===== src/rtl/poly_voice_engine.sv =====
// poly_voice_engine: polyphonic note-to-sample engine.
// Note events allocate voices; each sample strobe walks the voices one per
// cycle, accumulates their waveforms and emits the averaged mix.
// Optional feature macro: POLY_VOICE_ENVELOPE_EN (attack/release envelope).
module poly_voice_engine #(
    parameter int voices_p       = 4,
    parameter int width_p        = 24,
    parameter int acc_width_p    = 32,
    parameter int sample_rate_p  = 48000,
    parameter int attack_step_p  = 16,
    parameter int release_step_p = 4
) (
    input  logic                      clk_i,
    input  logic                      reset_i,
    input  logic                      evt_valid_i,
    output logic                      evt_ready_o,
    input  logic                      evt_on_i,
    input  logic [3:0]                evt_note_i,
    input  logic [1:0]                mode_i,
    input  logic                      sample_en_i,
    output logic signed [width_p-1:0] sample_o,
    output logic                      valid_o,
    output logic [voices_p-1:0]       active_o,
    output logic                      overrun_o
);
    localparam int LOG_V = $clog2(voices_p);
    localparam int IDX_W = (LOG_V > 0) ? LOG_V : 1;
    localparam int SUM_W = width_p + LOG_V;
    localparam logic [8:0] GAIN_FULL = 9'd256;
`ifdef POLY_VOICE_ENVELOPE_EN
    localparam logic [8:0] GAIN_ON = 9'd0;
`else
    localparam logic [8:0] GAIN_ON = GAIN_FULL;
`endif

    if (voices_p < 1 || voices_p > 16 || acc_width_p < width_p ||
        attack_step_p < 0 || release_step_p < 0) begin : g_bad_params
        $error("poly_voice_engine: illegal parameter combination");
    end

    typedef enum logic [1:0] {IDLE, ACCUM, OUT} state_t;

    // Phase increment for note n: floor(f * 2^acc_width_p / sample_rate_p).
    function automatic logic [acc_width_p-1:0] calc_inc(input int n);
        int unsigned f;
        logic [63:0] num;
        case (n)
            0: f = 261;   1: f = 294;   2: f = 330;   3: f = 349;
            4: f = 392;   5: f = 440;   6: f = 494;   7: f = 523;
            8: f = 587;   9: f = 659;   10: f = 698;  11: f = 784;
            12: f = 880;  13: f = 988;  14: f = 1046; default: f = 1174;
        endcase
        num = 64'(f) << acc_width_p;
        return acc_width_p'(num / 64'(sample_rate_p));
    endfunction

    // Arithmetic waveform from the top width_p bits of the phase.
    function automatic logic signed [width_p-1:0] wave_gen(input logic [1:0] mode,
                                                           input logic [width_p-1:0] p);
        logic [width_p-2:0] t;
        logic [width_p-1:0] s;
        logic [width_p-1:0] w;
        t = p[width_p-1] ? ~p[width_p-2:0] : p[width_p-2:0];
        s = {t, 1'b0};
        case (mode)
            2'd0:    w = {~p[width_p-1], p[width_p-2:0]};
            2'd1:    w = p[width_p-1] ? {1'b1, {(width_p-2){1'b0}}, 1'b1}
                                      : {1'b0, {(width_p-1){1'b1}}};
            2'd2:    w = {~s[width_p-1], s[width_p-2:0]};
            default: w = '0;
        endcase
        return $signed(w);
    endfunction

    // Scale by gain (256 = unity); the result always fits width_p bits.
    function automatic logic signed [width_p-1:0] apply_gain(input logic signed [width_p-1:0] w,
                                                             input logic [8:0] g);
        logic signed [width_p+9:0] prod;
        prod = w * $signed({1'b0, g});
        return width_p'(prod >>> 8);
    endfunction

    logic [acc_width_p-1:0] inc_tab [16];
    for (genvar g = 0; g < 16; g++) begin : g_inc
        assign inc_tab[g] = calc_inc(g);
    end

    state_t                   state_q, state_d;
    logic [IDX_W-1:0]         vidx_q, vidx_d, steal_q, steal_d;
    logic [1:0]               mode_q, mode_d;
    logic signed [SUM_W-1:0]  acc_q, acc_d;
    logic signed [width_p-1:0] sample_q, sample_d;
    logic                     valid_q, valid_d, overrun_q, overrun_d;
    logic [voices_p-1:0]      act_q, act_d, rel_q, rel_d;
    logic [3:0]               note_q  [voices_p];
    logic [3:0]               note_d  [voices_p];
    logic [acc_width_p-1:0]   phase_q [voices_p];
    logic [acc_width_p-1:0]   phase_d [voices_p];
    logic [8:0]               gain_q  [voices_p];
    logic [8:0]               gain_d  [voices_p];

    logic                     on_hit, free_hit, off_hit;
    logic [IDX_W-1:0]         on_idx, free_idx, off_idx, sel_idx;
    logic signed [width_p-1:0] wave_c, contrib_c;
`ifdef POLY_VOICE_ENVELOPE_EN
    logic [9:0]               gain_sum_c;
`endif

    // State and voice registers; reset clears everything and aborts a sample.
    always_ff @(posedge clk_i or posedge reset_i) begin
        if (reset_i) begin
            state_q   <= IDLE;
            vidx_q    <= '0;
            steal_q   <= '0;
            mode_q    <= '0;
            acc_q     <= '0;
            sample_q  <= '0;
            valid_q   <= 1'b0;
            overrun_q <= 1'b0;
            act_q     <= '0;
            rel_q     <= '0;
            for (int i = 0; i < voices_p; i++) begin
                note_q[i]  <= '0;
                phase_q[i] <= '0;
                gain_q[i]  <= '0;
            end
        end else begin
            state_q   <= state_d;
            vidx_q    <= vidx_d;
            steal_q   <= steal_d;
            mode_q    <= mode_d;
            acc_q     <= acc_d;
            sample_q  <= sample_d;
            valid_q   <= valid_d;
            overrun_q <= overrun_d;
            act_q     <= act_d;
            rel_q     <= rel_d;
            note_q    <= note_d;
            phase_q   <= phase_d;
            gain_q    <= gain_d;
        end
    end

    // Next state: event allocation in IDLE, per-voice accumulate in ACCUM, output in OUT.
    always_comb begin
        state_d     = state_q;
        vidx_d      = vidx_q;
        steal_d     = steal_q;
        mode_d      = mode_q;
        acc_d       = acc_q;
        sample_d    = sample_q;
        valid_d     = 1'b0;
        overrun_d   = sample_en_i && (state_q != IDLE);
        act_d       = act_q;
        rel_d       = rel_q;
        note_d      = note_q;
        phase_d     = phase_q;
        gain_d      = gain_q;
        evt_ready_o = 1'b0;
        wave_c      = '0;
        contrib_c   = '0;
        sel_idx     = '0;
`ifdef POLY_VOICE_ENVELOPE_EN
        gain_sum_c  = '0;
`endif
        on_hit = 1'b0;  on_idx = '0;
        free_hit = 1'b0; free_idx = '0;
        off_hit = 1'b0; off_idx = '0;
        for (int i = 0; i < voices_p; i++) begin
            if (!on_hit && act_q[i] && note_q[i] == evt_note_i) begin
                on_hit = 1'b1;
                on_idx = IDX_W'(i);
            end
            if (!free_hit && !act_q[i]) begin
                free_hit = 1'b1;
                free_idx = IDX_W'(i);
            end
            if (!off_hit && act_q[i] && !rel_q[i] && note_q[i] == evt_note_i) begin
                off_hit = 1'b1;
                off_idx = IDX_W'(i);
            end
        end

        case (state_q)
            IDLE: begin
                evt_ready_o = 1'b1;
                if (evt_valid_i) begin
                    if (evt_on_i) begin
                        if (on_hit) begin
                            sel_idx = on_idx;
                        end else if (free_hit) begin
                            sel_idx = free_idx;
                        end else begin
                            sel_idx = steal_q;
                            steal_d = (steal_q == IDX_W'(voices_p - 1)) ? '0
                                                                       : steal_q + IDX_W'(1);
                        end
                        act_d[sel_idx]   = 1'b1;
                        rel_d[sel_idx]   = 1'b0;
                        note_d[sel_idx]  = evt_note_i;
                        phase_d[sel_idx] = '0;
                        gain_d[sel_idx]  = GAIN_ON;
                    end else if (off_hit) begin
`ifdef POLY_VOICE_ENVELOPE_EN
                        rel_d[off_idx] = 1'b1;
`else
                        act_d[off_idx] = 1'b0;
`endif
                    end
                end
                if (sample_en_i) begin
                    state_d = ACCUM;
                    vidx_d  = '0;
                    acc_d   = '0;
                    mode_d  = mode_i;
                end
            end
            ACCUM: begin
                if (act_q[vidx_q]) begin
                    wave_c    = wave_gen(mode_q, phase_q[vidx_q][acc_width_p-1 -: width_p]);
                    contrib_c = apply_gain(wave_c, gain_q[vidx_q]);
                    acc_d     = acc_q + SUM_W'(contrib_c);
                    phase_d[vidx_q] = phase_q[vidx_q] + inc_tab[note_q[vidx_q]];
`ifdef POLY_VOICE_ENVELOPE_EN
                    if (rel_q[vidx_q]) begin
                        if (gain_q[vidx_q] > 9'(release_step_p)) begin
                            gain_d[vidx_q] = gain_q[vidx_q] - 9'(release_step_p);
                        end else begin
                            gain_d[vidx_q] = '0;
                            act_d[vidx_q]  = 1'b0;
                            rel_d[vidx_q]  = 1'b0;
                        end
                    end else begin
                        gain_sum_c = {1'b0, gain_q[vidx_q]} + 10'(attack_step_p);
                        gain_d[vidx_q] = (gain_sum_c >= 10'd256) ? GAIN_FULL : gain_sum_c[8:0];
                    end
`endif
                end
                if (vidx_q == IDX_W'(voices_p - 1)) begin
                    state_d = OUT;
                end else begin
                    vidx_d = vidx_q + IDX_W'(1);
                end
            end
            OUT: begin
                sample_d = acc_q[SUM_W-1 -: width_p];
                valid_d  = 1'b1;
                state_d  = IDLE;
            end
            default: state_d = IDLE;
        endcase
    end

    assign sample_o  = sample_q;
    assign valid_o   = valid_q;
    assign overrun_o = overrun_q;
    assign active_o  = act_q;
endmodule


===== config.mk =====
export PLATFORM = sky130hd
export DESIGN_NAME = poly_voice_engine
export DESIGN_NICKNAME = d
export VERILOG_FILES = /design/src/rtl/poly_voice_engine.sv
export SDC_FILE = /design/constraint.sdc
export NUM_CORES = 1
export LEC_CHECK = 0
export CORE_UTILIZATION = 50
export CTS_BUF_LIST = sky130_fd_sc_hd__clkbuf_4
export DETAILED_ROUTE_END_ITERATION = 7
export GPL_TIMING_DRIVEN = 0
export PLACE_DENSITY = 0.66
export SYNTH_ARGS = -nofsm -noshare
export SYNTH_HDL_FRONTEND = slang
export SYNTH_SLANG_ARGS = --single-unit

===== constraint.sdc =====
create_clock -name clk_i -period 25 [get_ports clk_i]
set_input_delay 3.75 -clock clk_i [delete_from_list [all_inputs] [get_ports clk_i]]
set_output_delay 3.75 -clock clk_i [all_outputs]
set_load 0.02 [all_outputs]

==> metrics.md <==
| Metric | Value |
|---|---|
| Mux share of post-synthesis cell area | `7.129%` |
| Slew @ Worst Pin | `1107 ps` |
| Synth Area in Compound Gates | `15.61%` |
| FF-to-FF path depth | `40` |
| Initial core utilization | `50.78%` |
| DR vias | `16.28k` |
| Die extent in x | `205.9 um` |
| Run status | `finished, final reports clean` |
| Avg Cell Area, Syn | `9.728 um^2` |
| Worst-Skew Late Latency | `830 ps` |
| Sequential area share after synthesis | `29.87%` |
| Reg-to-reg slack, setup | `12950 ps` |
| End of the critical path | `acc_q[25]` |
| Area of the die | `0.04238 mm^2` |
| Max-Cap Viols | `0` |
| Antenna-violating nets left | `0` |
| Post-DR wirelength/cell | `19.24 um` |
| Port-buffer cells | `37` |
| Min cycle time layout | `12050 ps` |
| H-tree Lvls | `3` |
| Asr flop ratio synth | `100.0%` |
| CTS Buf Count | `70` |
| Total track usage | `27.33%` |
| Worst hold path class | `flip-flop to flip-flop` |
| Synth-to-Final Area Change | `9.760%` |
| Number of synthesized flops with an enable pin | `0` |
| Final non-filler cell total | `2828` |
| First-pass GRT wire length | `89.27 mm` |
| Hold_buf cts | `0` |
| Crit path max fanout | `10` |
| GRT overflow | `0` |
| Critical path data required time | `25690 ps` |
| Top Ports | `42` |
| Clock Sinks | `248` |
| Worst Setup End Kind | `flip-flop` |
| Clk slew on worst S/H paths | `60 ps` |
| Iter 0 DRT Violations | `1129` |
| GP Congestion | `0.9353` |
| Die H | `205.9 um` |
| Core box area | `0.04092 mm^2` |
| Cell count along the critical path | `40` |
| Initial antenna violation count | `2` |
| Drt drc | `0` |
| CTS tree | `built` |
| Synth Area in Adders | `24.52%` |
| Fin. max-slew vios | `0` |
| Drt total wl | `54.41 mm` |
| Share of cells above drive strength 1 | `9.507%` |
| Synth Area in XOR/XNOR | `4.672%` |
| CP Class | `flip-flop to flip-flop` |
| Worst Skew | `47.81 ps` |
| Post-Synth Simple-Gate Area | `12.40%` |
| Vias in the first global route | `16.83k` |
| Critical Path Start | `vidx_q[1]` |
| Post-Place Cells | `2707` |
| Nets | `2562` |
| Netlist Area Pre-Place | `0.02078 mm^2` |
| Reg-to-Reg End | `acc_q[25]` |
| Via density | `5.757` |
| Worst path bufs/invs | `10` |
| Cells after Synth | `2136` |
| Post_cts resized | `0` |
| Reg-to-Reg Start | `vidx_q[1]` |
| Fmax | `82.97 MHz` |
| Clk root buf | `clkbuf_4` |
| Pre-antenna DRT Iters | `6` |
| Slowest Stage Delay on Critical Path | `840 ps` |
| Post-CTS Setup Bufs | `0` |
| Final period utilization | `48.21%` |
| Startpoint Class | `flip-flop` |
| Hold_ws | `465.6 ps` |
| Final hold viol count | `0` |
| Post-Syn Nets | `2451` |
| Largest net degree at the start of global routing | `114` |
| Clock Path Buffers | `3` |
| Netlist cell types | `71` |
| Final HPWL DP | `41.70 mm` |
| # setup viols final | `0` |
| Slew headroom | `25.66%` |
| Row Count | `74` |
| Synth warn | `0` |
| #FFs+latches synth | `248` |
| RSZ-0062 raised after global routing | `false` |
| Main synth FF type | `dfrtp_1` |
| Setup WS pre-CTS | `12930 ps` |
| Crit path DAT | `12750 ps` |
| Slowest-stage cell, CP | `o21ai_0` |
| Final setup margin | `12950 ps` |
| Setup TNS | `0 ps` |
| Family with the most delay on the worst path | `compound AO/OA/AOI/OAI gates` |
| Main combinational cell family by area after synthesis | `adder cells` |
==> worst min path at each step <==
| stage | startpoint | endpoint | cells past startpoint |
|---|---|---|---|
| 2_1_floorplan | gain_q[8] | gain_q[8] | 1 |
| 3_3_place_gp | gain_q[8] | gain_q[8] | 1 |
| 3_5_place_dp | gain_q[8] | gain_q[8] | 1 |
| 4_1_cts | gain_q[8] | gain_q[8] | 1 |
| 5_1_grt | gain_q[8] | gain_q[8] | 1 |
| 6_report | gain_q[8] | gain_q[8] | 1 |
==> Yosys cell counts, types with 36 or more instances <==
master,n,area (um^2)
dfrtp_1,248,6206
nand2_1,223,837.1
inv_1,218,818.3
nor2_1,187,701.9
fa_1,172,3443
o21ai_0,133,665.6
ha_1,132,1652
a22o_1,100,875.8
clkbuf_1,79,296.5
a21oi_1,76,380.4
xnor2_1,73,639.4
nor2b_1,51,319.1
mux2_2,44,495.5
mux4_2,37,833.3
xor2_1,36,315.3
==> worst register-to-register path: cells and delay by family, from the launching register on <==
| kind | cells | cell delay, ps |
|---|---|---|
| AO/OA/AOI/OAI | 18 | 4360 |
| XOR/XNOR | 2 | 350 |
| adder cells (fa/ha/maj) | 7 | 3060 |
| buffers and inverters | 10 | 3090 |
| flip-flops | 1 | 460 |
| multiplexers | 1 | 380 |
| AND/OR/NAND/NOR | 2 | 240 |
==> metrics by stage <==
stage	cell area (um^2)	util (%)
6_report	22810	55.73
4_1_cts	22800	55.71
5_1_grt	22800	55.72
3_3_place_gp	21820	53.31
2_1_floorplan	20780	-
3_5_place_dp	21880	53.46
==> state kept, by name, indices dropped and copies added, names as in the netlist <==
register	cells
acc_q	26
active_o	4
gain_q	36
mode_q	2
note_q	16
overrun_o	1
phase_q	128
rel_q	4
sample_o	24
state_q	2
steal_q	2
valid_o	1
vidx_q	2
==> cells in the final DEF, fill, tap and decap left out, types with 8 or more instances in the layout <==
cell and count:
a211oi_1 12, a21o_1 28, a21oi_1 76, a22o_1 100, and2_1 29, buf_1 10, clkbuf_1 79, clkbuf_4 104
clkdlybuf4s50_1 37, clkinv_1 8, dfrtp_1 248, fa_1 172, ha_1 132, inv_1 217, mux2_2 44, mux2i_1 10
mux4_2 37, nand2_1 223, nand2b_1 19, nand3_1 17, nor2_1 187, nor2b_1 51, nor3_1 23, o211ai_1 8
o21a_1 30, o21ai_0 133, o21ai_1 28, o21bai_1 8, o31ai_1 8, xnor2_1 73, xor2_1 36
==> per-layer routing <==
metal,routed length (um),GRT usage (%)
met4,1971,12.00
met5,24,0
met1,23810,36.39
met3,3210,5.125
met2,25390,43.58
==> area by class of cell <==
cell class	instances	area [um^2]
Inverter	218	825.8
Tap cell	532	665.6
Antenna cell	3	7.507
Clock buffer	104	780.7
Multi-Input combinational cell	1572	13370
Sequential cell	248	6206
Timing Repair Buffer	39	425.4
Fill cell	3684	18120
Clock inverter	14	141.4
Buffer	98	387.9
==> cell families after synthesis <==
kind of cell / count (synthesis)
AND/OR/NAND/NOR: 579
AO/OA/AOI/OAI: 486
buffers and inverters: 316
adder cells (fa/ha/maj): 304
flip-flops: 248
XOR/XNOR: 110
multiplexers: 93
Power is left out: the tool's default activity adds up to more than one toggle a clock period on the data nets, which glitch-free logic cannot reach.
